===== src/rtl/lane_sensor_pkg.sv =====
// Shared types and light decoding for the lane traffic sensor.
// YELLOW_DEPART_EN: when defined, yellow also permits departures.
package lane_sensor_pkg;

  typedef enum logic [1:0] {
    L_GREEN  = 2'b00,
    L_YELLOW = 2'b01,
    L_RED    = 2'b10
  } light_t;

  typedef enum logic {
    IDLE = 1'b0,
    PACE = 1'b1
  } dep_state_t;

  // 2'b11 is not a legal code and falls through as non-permitting (red)
  function automatic logic is_permit(input logic [1:0] l);
`ifdef YELLOW_DEPART_EN
    return (l == L_GREEN) || (l == L_YELLOW);
`else
    return (l == L_GREEN);
`endif
  endfunction

endpackage


===== src/rtl/lane_traffic_sensor_arrival_debouncer.sv =====
// Loop detector front end: 2-flop synchronizer, stability counter, and a
// one-cycle arrive pulse on each rising edge of the debounced level.
module arrival_debouncer #(
  parameter int DEB_CYC = 3
) (
  input  logic clk,
  input  logic rst_n,
  input  logic car_raw,
  output logic arrive
);

  localparam int DW = $clog2(DEB_CYC + 1);
  localparam logic [DW-1:0] DEB_MAX = DW'(DEB_CYC);

  logic [1:0]    sync_pipe;
  logic [DW-1:0] stab_cnt;
  logic          deb, deb_q;

  // Counter saturates at DEB_MAX so deb stays high while the loop stays occupied
  assign deb    = (stab_cnt == DEB_MAX);
  assign arrive = deb & ~deb_q;

  always_ff @(posedge clk or negedge rst_n) begin
    if (!rst_n) begin
      sync_pipe <= '0;
      stab_cnt  <= '0;
      deb_q     <= 1'b0;
    end else begin
      sync_pipe <= {sync_pipe[0], car_raw};
      if (!sync_pipe[1])
        stab_cnt <= '0;
      else if (!deb)
        stab_cnt <= stab_cnt + 1'b1;
      deb_q <= deb;
    end
  end

endmodule


===== src/rtl/lane_traffic_sensor.sv =====
// Sensor end of one approach lane: debounced arrivals, saturating queue,
// paced departures while the light permits. Option: YELLOW_DEPART_EN.
module lane_traffic_sensor
  import lane_sensor_pkg::*;
#(
  parameter int CNT_W      = 4,
  parameter int DEB_CYC    = 3,
  parameter int DEPART_CYC = 2
) (
  input  logic             clk,
  input  logic             rst_n,
  input  logic             car_raw,
  input  logic [1:0]       Lself,
  output logic             Tself,
  output logic [CNT_W-1:0] queue_cnt,
  output logic             depart,
  output logic             overflow
);

  localparam int PW = (DEPART_CYC > 1) ? $clog2(DEPART_CYC) : 1;
  localparam logic [PW-1:0]    PACE_RLD = PW'(DEPART_CYC - 1);
  localparam logic [CNT_W-1:0] Q_MAX    = '1;

  logic             arrive;
  logic             perm;
  logic [CNT_W-1:0] q_nxt;
  dep_state_t       state, state_nxt;
  logic [PW-1:0]    pace_cnt, pace_nxt;

  arrival_debouncer #(.DEB_CYC(DEB_CYC)) u_deb (
    .clk    (clk),
    .rst_n  (rst_n),
    .car_raw(car_raw),
    .arrive (arrive)
  );

  assign perm  = is_permit(Lself);
  assign Tself = (queue_cnt != '0);

  // Arrival and departure in the same cycle cancel; a full queue drops the arrival
  always_comb begin
    q_nxt = queue_cnt;
    if (arrive && !depart) begin
      if (queue_cnt != Q_MAX)
        q_nxt = queue_cnt + 1'b1;
    end else if (depart && !arrive) begin
      q_nxt = queue_cnt - 1'b1;
    end
  end

  always_ff @(posedge clk or negedge rst_n) begin
    if (!rst_n) begin
      queue_cnt <= '0;
      overflow  <= 1'b0;
    end else begin
      queue_cnt <= q_nxt;
      if (arrive && !depart && queue_cnt == Q_MAX)
        overflow <= 1'b1;
    end
  end

  always_ff @(posedge clk or negedge rst_n) begin
    if (!rst_n) begin
      state    <= IDLE;
      pace_cnt <= '0;
    end else begin
      state    <= state_nxt;
      pace_cnt <= pace_nxt;
    end
  end

  // Reload uses the post-update queue so an arrival on the last depart keeps pacing
  always_comb begin
    state_nxt = state;
    pace_nxt  = pace_cnt;
    case (state)
      IDLE: begin
        if (perm && queue_cnt != '0) begin
          state_nxt = PACE;
          pace_nxt  = PACE_RLD;
        end
      end
      PACE: begin
        if (!perm) begin
          state_nxt = IDLE;
        end else if (pace_cnt == '0) begin
          if (q_nxt != '0)
            pace_nxt = PACE_RLD;
          else
            state_nxt = IDLE;
        end else begin
          pace_nxt = pace_cnt - 1'b1;
        end
      end
      default: state_nxt = IDLE;
    endcase
  end

  always_comb begin
    depart = (state == PACE) && perm && (pace_cnt == '0) && (queue_cnt != '0);
  end

endmodule


===== config.mk =====
export PLATFORM = sky130hd
export DESIGN_NAME = lane_traffic_sensor
export DESIGN_NICKNAME = d
export VERILOG_FILES = /design/src/rtl/lane_sensor_pkg.sv /design/src/rtl/lane_traffic_sensor_arrival_debouncer.sv /design/src/rtl/lane_traffic_sensor.sv
export SDC_FILE = /design/constraint.sdc
export NUM_CORES = 1
export LEC_CHECK = 0
export CAP_MARGIN = 20
export CELL_PAD_IN_SITES_DETAIL_PLACEMENT = 1
export CELL_PAD_IN_SITES_GLOBAL_PLACEMENT = 1
export CORE_MARGIN = 2
export CORE_UTILIZATION = 41
export DETAILED_ROUTE_END_ITERATION = 7
export PLACE_DENSITY_LB_ADDON = 0.15
export SYNTH_ARGS = -nofsm -noshare
export SYNTH_HDL_FRONTEND = slang
export SYNTH_SLANG_ARGS = --single-unit
export TNS_END_PERCENT = 20

===== constraint.sdc =====
create_clock -name clk -period 4.42 [get_ports clk]
set_input_delay 1.326 -clock clk [delete_from_list [all_inputs] [get_ports clk]]
set_output_delay 1.326 -clock clk [all_outputs]
set_load 0.1 [all_outputs]

==> flow_summary.yaml <==
detailed_routing:
  firstDrtPassIters: 2
  num_vias: 529
  drt_iter0_markers: 2
  route.detailed.drc: 0
  post_drt_wl_per_cell_um: 14.5
  routed_wl_mm: 1.35
  antenna_left: 0
  vias_per_cell: 5.69
critical_path:
  crit_path_max_fanout: 7
  startpoint_type: "input port"
  cp_data_required_time_ns: 3.09
  crit_type: "in2out"
  worstPathArrival_ns: 2.74
  cp-end-kind: "output port"
synthesis:
  synth_seq_area_share: 0.455
  synth_edf_count: 0
  synth.net_count: 71
  synthCells: 63
  synthFlopType: "dfrtp_1"
  netlist_area_um2: 659
  yosys_warnings: 0
  async_flop_share: 1.00
  synth.avg_cell_area_um2: 10.5
  synth_seq_cells: 12
  synth.distinct_cells: 33
timing:
  fin_hold_ws_ns: 0.373
  drv_slew: 0
  fin_crit_ns: 4.07
  fin_setup_tns_ns: 0
  setup_viol: 0
  finalClockSkew_ns: 0.00288
  final_hold_viol_count: 0
  slew-limit-headroom: 0.349
  rsz0062_at_grt: "false"
  worst_pin_slew_ns: 0.973
  period_share: 0.921
  fmax_mhz: 246
cells_and_area:
  diodes: 0
  fin_cells: 93
  final_cell_mix: "dfrtp_1 (12), clkdlybuf4s50_1 (9), nand2_1 (4), a21oi_1 (4)"
  layout-drive-gt1-share: 0.169
  nFillCells: 180
  mostFrequentLayoutCell: "dfrtp_1"
  fin_util: 0.551
  nets: 86
  area_growth_pct: 25.8
clock_network:
  clock_path_buffers: 2
  post_cts_buffers: 0
  cts_tree: "built"
  cts_hold_buf: 0
  clockRootBuffer: "clkbuf_4"
  cts_max_level: 1
  clkTransAtPathRegs_ns: 0.08
  clock_latency_ns: 0.27
  cts.sinks: 12
  post_cts_resized: 0
  numCtsBuffers: 3
hold_path:
  hp-class: "reg2reg"
floorplanning:
  start_util: 0.438
  core.rowCount: 14
  core_um2: 1510
  die_w_um: 44.1
  die_h_um: 44.1
  io_pins: 12
  die_area_um2: 1940
pwr:
  power_leakage_nw: 0.337
  ir_drop_mv: 0.444
  finalPower_mw: 0.627
  p_per_area_nw_per_um2: 755
run:
  drv_cap: 0
placement:
  dp_cells: 89
  hpwl_mm: 1.05
  place.gp.congestion: 0.753
  io_buffer_count: 11
global_routing:
  antenna_found_initial: 0
  grt.total_usage: 0.174
  grt_remaining_overflow: 0
  grt_first_pass_wirelength_mm: 2.54
  grt_max_degree: 13
  grt_pass1_vias: 573
status:
  status: "finished, final reports clean"
==> worst max-delay path, cell delays in order <==
cell             delay, ns
clkdlybuf4s50_1       0.47
nor4b_4               0.43
nand2_1               0.19
inv_1                 0.14
buf_12                0.18
==> Yosys cell counts (2+ instances only) <==
| cell | instances | area, µm² |
|---|---|---|
| inv_1 | 4 | 15.0 |
| nand3_1 | 3 | 15.0 |
| nor2_1 | 3 | 11.3 |
| dfrtp_1 | 12 | 300 |
| nand2_1 | 4 | 15.0 |
| a21oi_1 | 4 | 20.0 |
| o21ai_0 | 2 | 10.0 |
| ha_1 | 3 | 37.5 |
| nor3b_1 | 2 | 15.0 |
| nor3_1 | 3 | 15.0 |
==> final timing paths <==
path                               startpoint                 end  slack, ns  cells past startpoint
setup / recovery                     Lself[1]              depart       0.35                      5
hold / removal             u_deb.sync_pipe[0]  u_deb.sync_pipe[1]       0.37                      0
setup reg to reg                 queue_cnt[0]            pace_cnt       2.25                      8
hold reg to reg            u_deb.sync_pipe[0]  u_deb.sync_pipe[1]       0.37                      0
max in group asynchronous               rst_n  u_deb.sync_pipe[1]       2.67                      1
min in group asynchronous               rst_n            overflow       1.40                      1
==> where the power goes <==
part | internal, mW | total [mW] | switching (mW)
clock network | 0.0500 | 0.0867 | 0.0367
logic | 0.0953 | 0.349 | 0.254
registers | 0.143 | 0.191 | 0.0474
==> sequential cells by signal, indices dropped and copies added (netlist names) <==
signal / count
u_deb.sync_pipe: 2
pace_cnt: 1
u_deb.stab_cnt: 2
state: 1
queue_cnt: 4
u_deb.deb_q: 1
overflow: 1
==> cells by family after synthesis <==
| group | after synthesis | share of synthesized area |
|---|---|---|
| simple gates | 25 | 0.252 |
| compound gates | 15 | 0.154 |
| flops | 12 | 0.455 |
| buf+inv | 5 | 0.0285 |
| fa+ha+maj | 3 | 0.0569 |
| xor+xnor | 2 | 0.0380 |
| mux | 1 | 0.0152 |
==> layout make-up <==
cell class	instances	area (µm²)	share of cell area
Multi-Input combinational cell	46	340	0.410
Sequential cell	12	300	0.362
Timing Repair Buffer	11	118	0.142
Clock buffer	4	36.3	0.0437
Tap cell	16	20.0	0.0241
Inverter	4	15.0	0.0181
==> layer usage <==
layer | vias to the layer above | GRT usage | share of wire
li1 | 258 | - | -
met2 | 6 | 0.288 | 0.51
met3 | 0 | 0.0204 | 0.024
met5 | - | 0 | 0
met1 | 265 | 0.229 | 0.46
met4 | 0 | 0.0727 | 0
==> metrics by stage <==
stage          cell area [µm²]  worst slack [ns]
2_1_floorplan              659             0.239
3_3_place_gp               793             0.378
3_5_place_dp               793             0.348
4_1_cts                    830             0.342
5_1_grt                    830             0.232
6_report                   830             0.349
(Power assumes the default switching activity.)
==> RTL edit, RTL diff (config.mk and constraints unchanged) <==
Change the parameter `CNT_W` from 4 to 6.
--- a/src/rtl/lane_traffic_sensor.sv
+++ b/src/rtl/lane_traffic_sensor.sv
@@ -3,7 +3,7 @@
 module lane_traffic_sensor
   import lane_sensor_pkg::*;
 #(
-  parameter int CNT_W      = 4,
+  parameter int CNT_W      = 6,
   parameter int DEB_CYC    = 3,
   parameter int DEPART_CYC = 2
 ) (
Ports: changed (resized queue_cnt); port bits go from 12 to 14. The function was not compared with the original's and may differ.
==> RTL edit against the original RTL <==
Worst setup slack worse by 89 ps. Sequential cell count is 2 higher. Wire length is 82% higher. First-iteration DRC count grew to 9.0 times the old value. Power is 27% higher. Final area is 38% higher. Area after synthesis is 45% higher. Die area is 40% higher. Critical path type unchanged.
==> RTL edit: results (changes against the original RTL) <==
Outcome
  • Status: finished clean

Power
  • Leakage power: 0.4759 nW (+41%)
  • VDD IR-drop max: 0.0004545 V (+2.3%)

Clock network
  • Worst skew pair latency: 290 ps (+20 ps)
  • Clock-pin slew on the worst setup and hold paths: 70 ps
  • Clock buffer depth: 2 (unchanged)
  • Root Driver: clkbuf_4
  • Cts bufs inserted: 3 (unchanged)
  • H-tree depth: 1 (unchanged)
  • Postcts setup bufs: 0 (unchanged)
  • Post-CTS Resized: 0 (unchanged)

GRT
  • Largest net degree at the start of global routing: 15 (+2)
  • Gr usage total: 21.12% (+3.8 points)
  • First-pass GRT wire length: 4.229 mm (+67%)
  • Vias in the first global route: 914 (+60%)
  • Antenna violations before repair: 0 (unchanged)

Route
  • Post-DR wirelength/cell: 17.13 um (+18%)
  • Initial drt markers: 18 (+16)
  • Pre-antenna DRT Iters: 4 (+2)
  • DR vias: 864 (+63%)

Synthesis
  • Fraction of registers with async set/reset: 100.0% (unchanged)
  • Sequential area share after synthesis: 36.75% (-8.8 points)
  • Synth Flop Type: dfrtp_1
  • Commonest cells post-synth: dfrtp_1 (14), nand2_1 (8), nor2_1 (8)
  • Netlist cell types: 44 (+33%)
  • Yosys warns: 0 (unchanged)
  • Syn nets: 110 (+55%)
  • Synth area leaders: dfrtp_1 (37%), ha_1 (5.2%), nand2_1 (3.1%), nor2_1 (3.1%), nor2b_1 (2.6%)

Finish
  • Nets: 126 (+47%)
  • N_diodes: 0 (unchanged)
  • Biggest regs: queue_cnt (6), u_deb.stab_cnt (2), u_deb.sync_pipe (2)
  • Fillers: 276 (+53%)
  • Fraction of layout cells with a size suffix above 1: 15.52% (-1.4 points)

Setup path
  • Worst path arrival time: 2830 ps (+90 ps)
  • Crit-path max FO: 5 (-2)
  • Worst r2r path cells: 6 (-2)

Placed design
  • Area after DPL: 1110 um^2 (+40%)
  • Routability cong.: 0.8272 (+9.9%)
  • Port bufs: 13 (+2)
  • Final HPWL DP: 1.843 mm (+76%)

Worst hold path
  • HP Class: reg2reg
  • Hold depth: 0 (unchanged)

Timing
  • Worst Tran Pin Value: 967.4 ps (-5.566 ps)
  • Final Skew: 20.37 ps (+17.50 ps)
[RTL edit: cell types whose count changed after synthesis, sizes merged, moves of 3 or more]
cell,delta
o21ai,+3
nor2,+6
nand2,+4
nor2b,+3
buf,+4
[RTL edit: worst max-delay path: stages]
cell             delay (ps)
clkdlybuf4s50_1         440
or4b_1                  540
a21o_1                  250
clkinv_2                100
buf_12                  170
[RTL edit: area by class of cell]
cell class,instances,area [um^2],area share [%]
clock buffer,4,36.28,3.166
tap,28,35.03,3.057
sequential,14,350.3,30.57
inverter,5,20.02,1.747
multi-input combinational,78,551.8,48.14
timing repair buffer,15,152.6,13.32
[RTL edit: worst paths after layout]
kind | start | endpoint | slack (ps)
worst max-delay path | Lself[1] | depart | 260
worst min-delay path | u_deb.sync_pipe[0] | u_deb.sync_pipe[1] | 360
worst max register to register | u_deb.stab_cnt[0] | state | 1650
worst min register to register | u_deb.sync_pipe[0] | u_deb.sync_pipe[1] | 360
max in group asynchronous | rst_n | u_deb.sync_pipe[0] | 2570
min in group asynchronous | rst_n | queue_cnt[4] | 1420
[RTL edit: kinds of logic after synthesis]
| group | after synthesis | synth area share, % |
|---|---|---|
| multiplexers | 2 | 2.100 |
| buffers and inverters | 9 | 5.379 |
| AND/OR/NAND/NOR | 44 | 26.77 |
| XOR/XNOR | 2 | 1.838 |
| AO/OA/AOI/OAI | 26 | 21.92 |
| adder cells (fa/ha/maj) | 4 | 5.250 |
| flip-flops | 14 | 36.75 |
[RTL edit: routing by layer]
layer / up-vias / GRT usage [%] / part of all wire [%]
met1: 434 / 28.28 / 46
met5: - / 0 / 0
met4: 0 / 6.410 / 1.3
li1: 409 / - / -
met3: 4 / 3.143 / 3.4
met2: 17 / 35.23 / 49
[RTL edit: per-stage QoR]
step	instances	utilization [%]	hold WS, ps	setup WS [ps]	power, mW
floorplan	101	-	331.2	625.4	0.5826
global placement	140	50.17	342.9	275.1	0.6908
detailed placement	140	50.17	348.5	254.4	0.7007
CTS	144	51.81	366.9	250.3	0.7976
global route	144	51.81	384.0	196.1	0.8401
finish	144	51.81	362.7	260.2	0.7947
[RTL edit: where the power goes]
group          internal (mW)  switching (mW)  leakage [nW]  total, mW
logic                  0.138           0.336         0.279      0.474
clock network         0.0501          0.0433        0.0210     0.0935
registers              0.159          0.0687         0.176      0.227
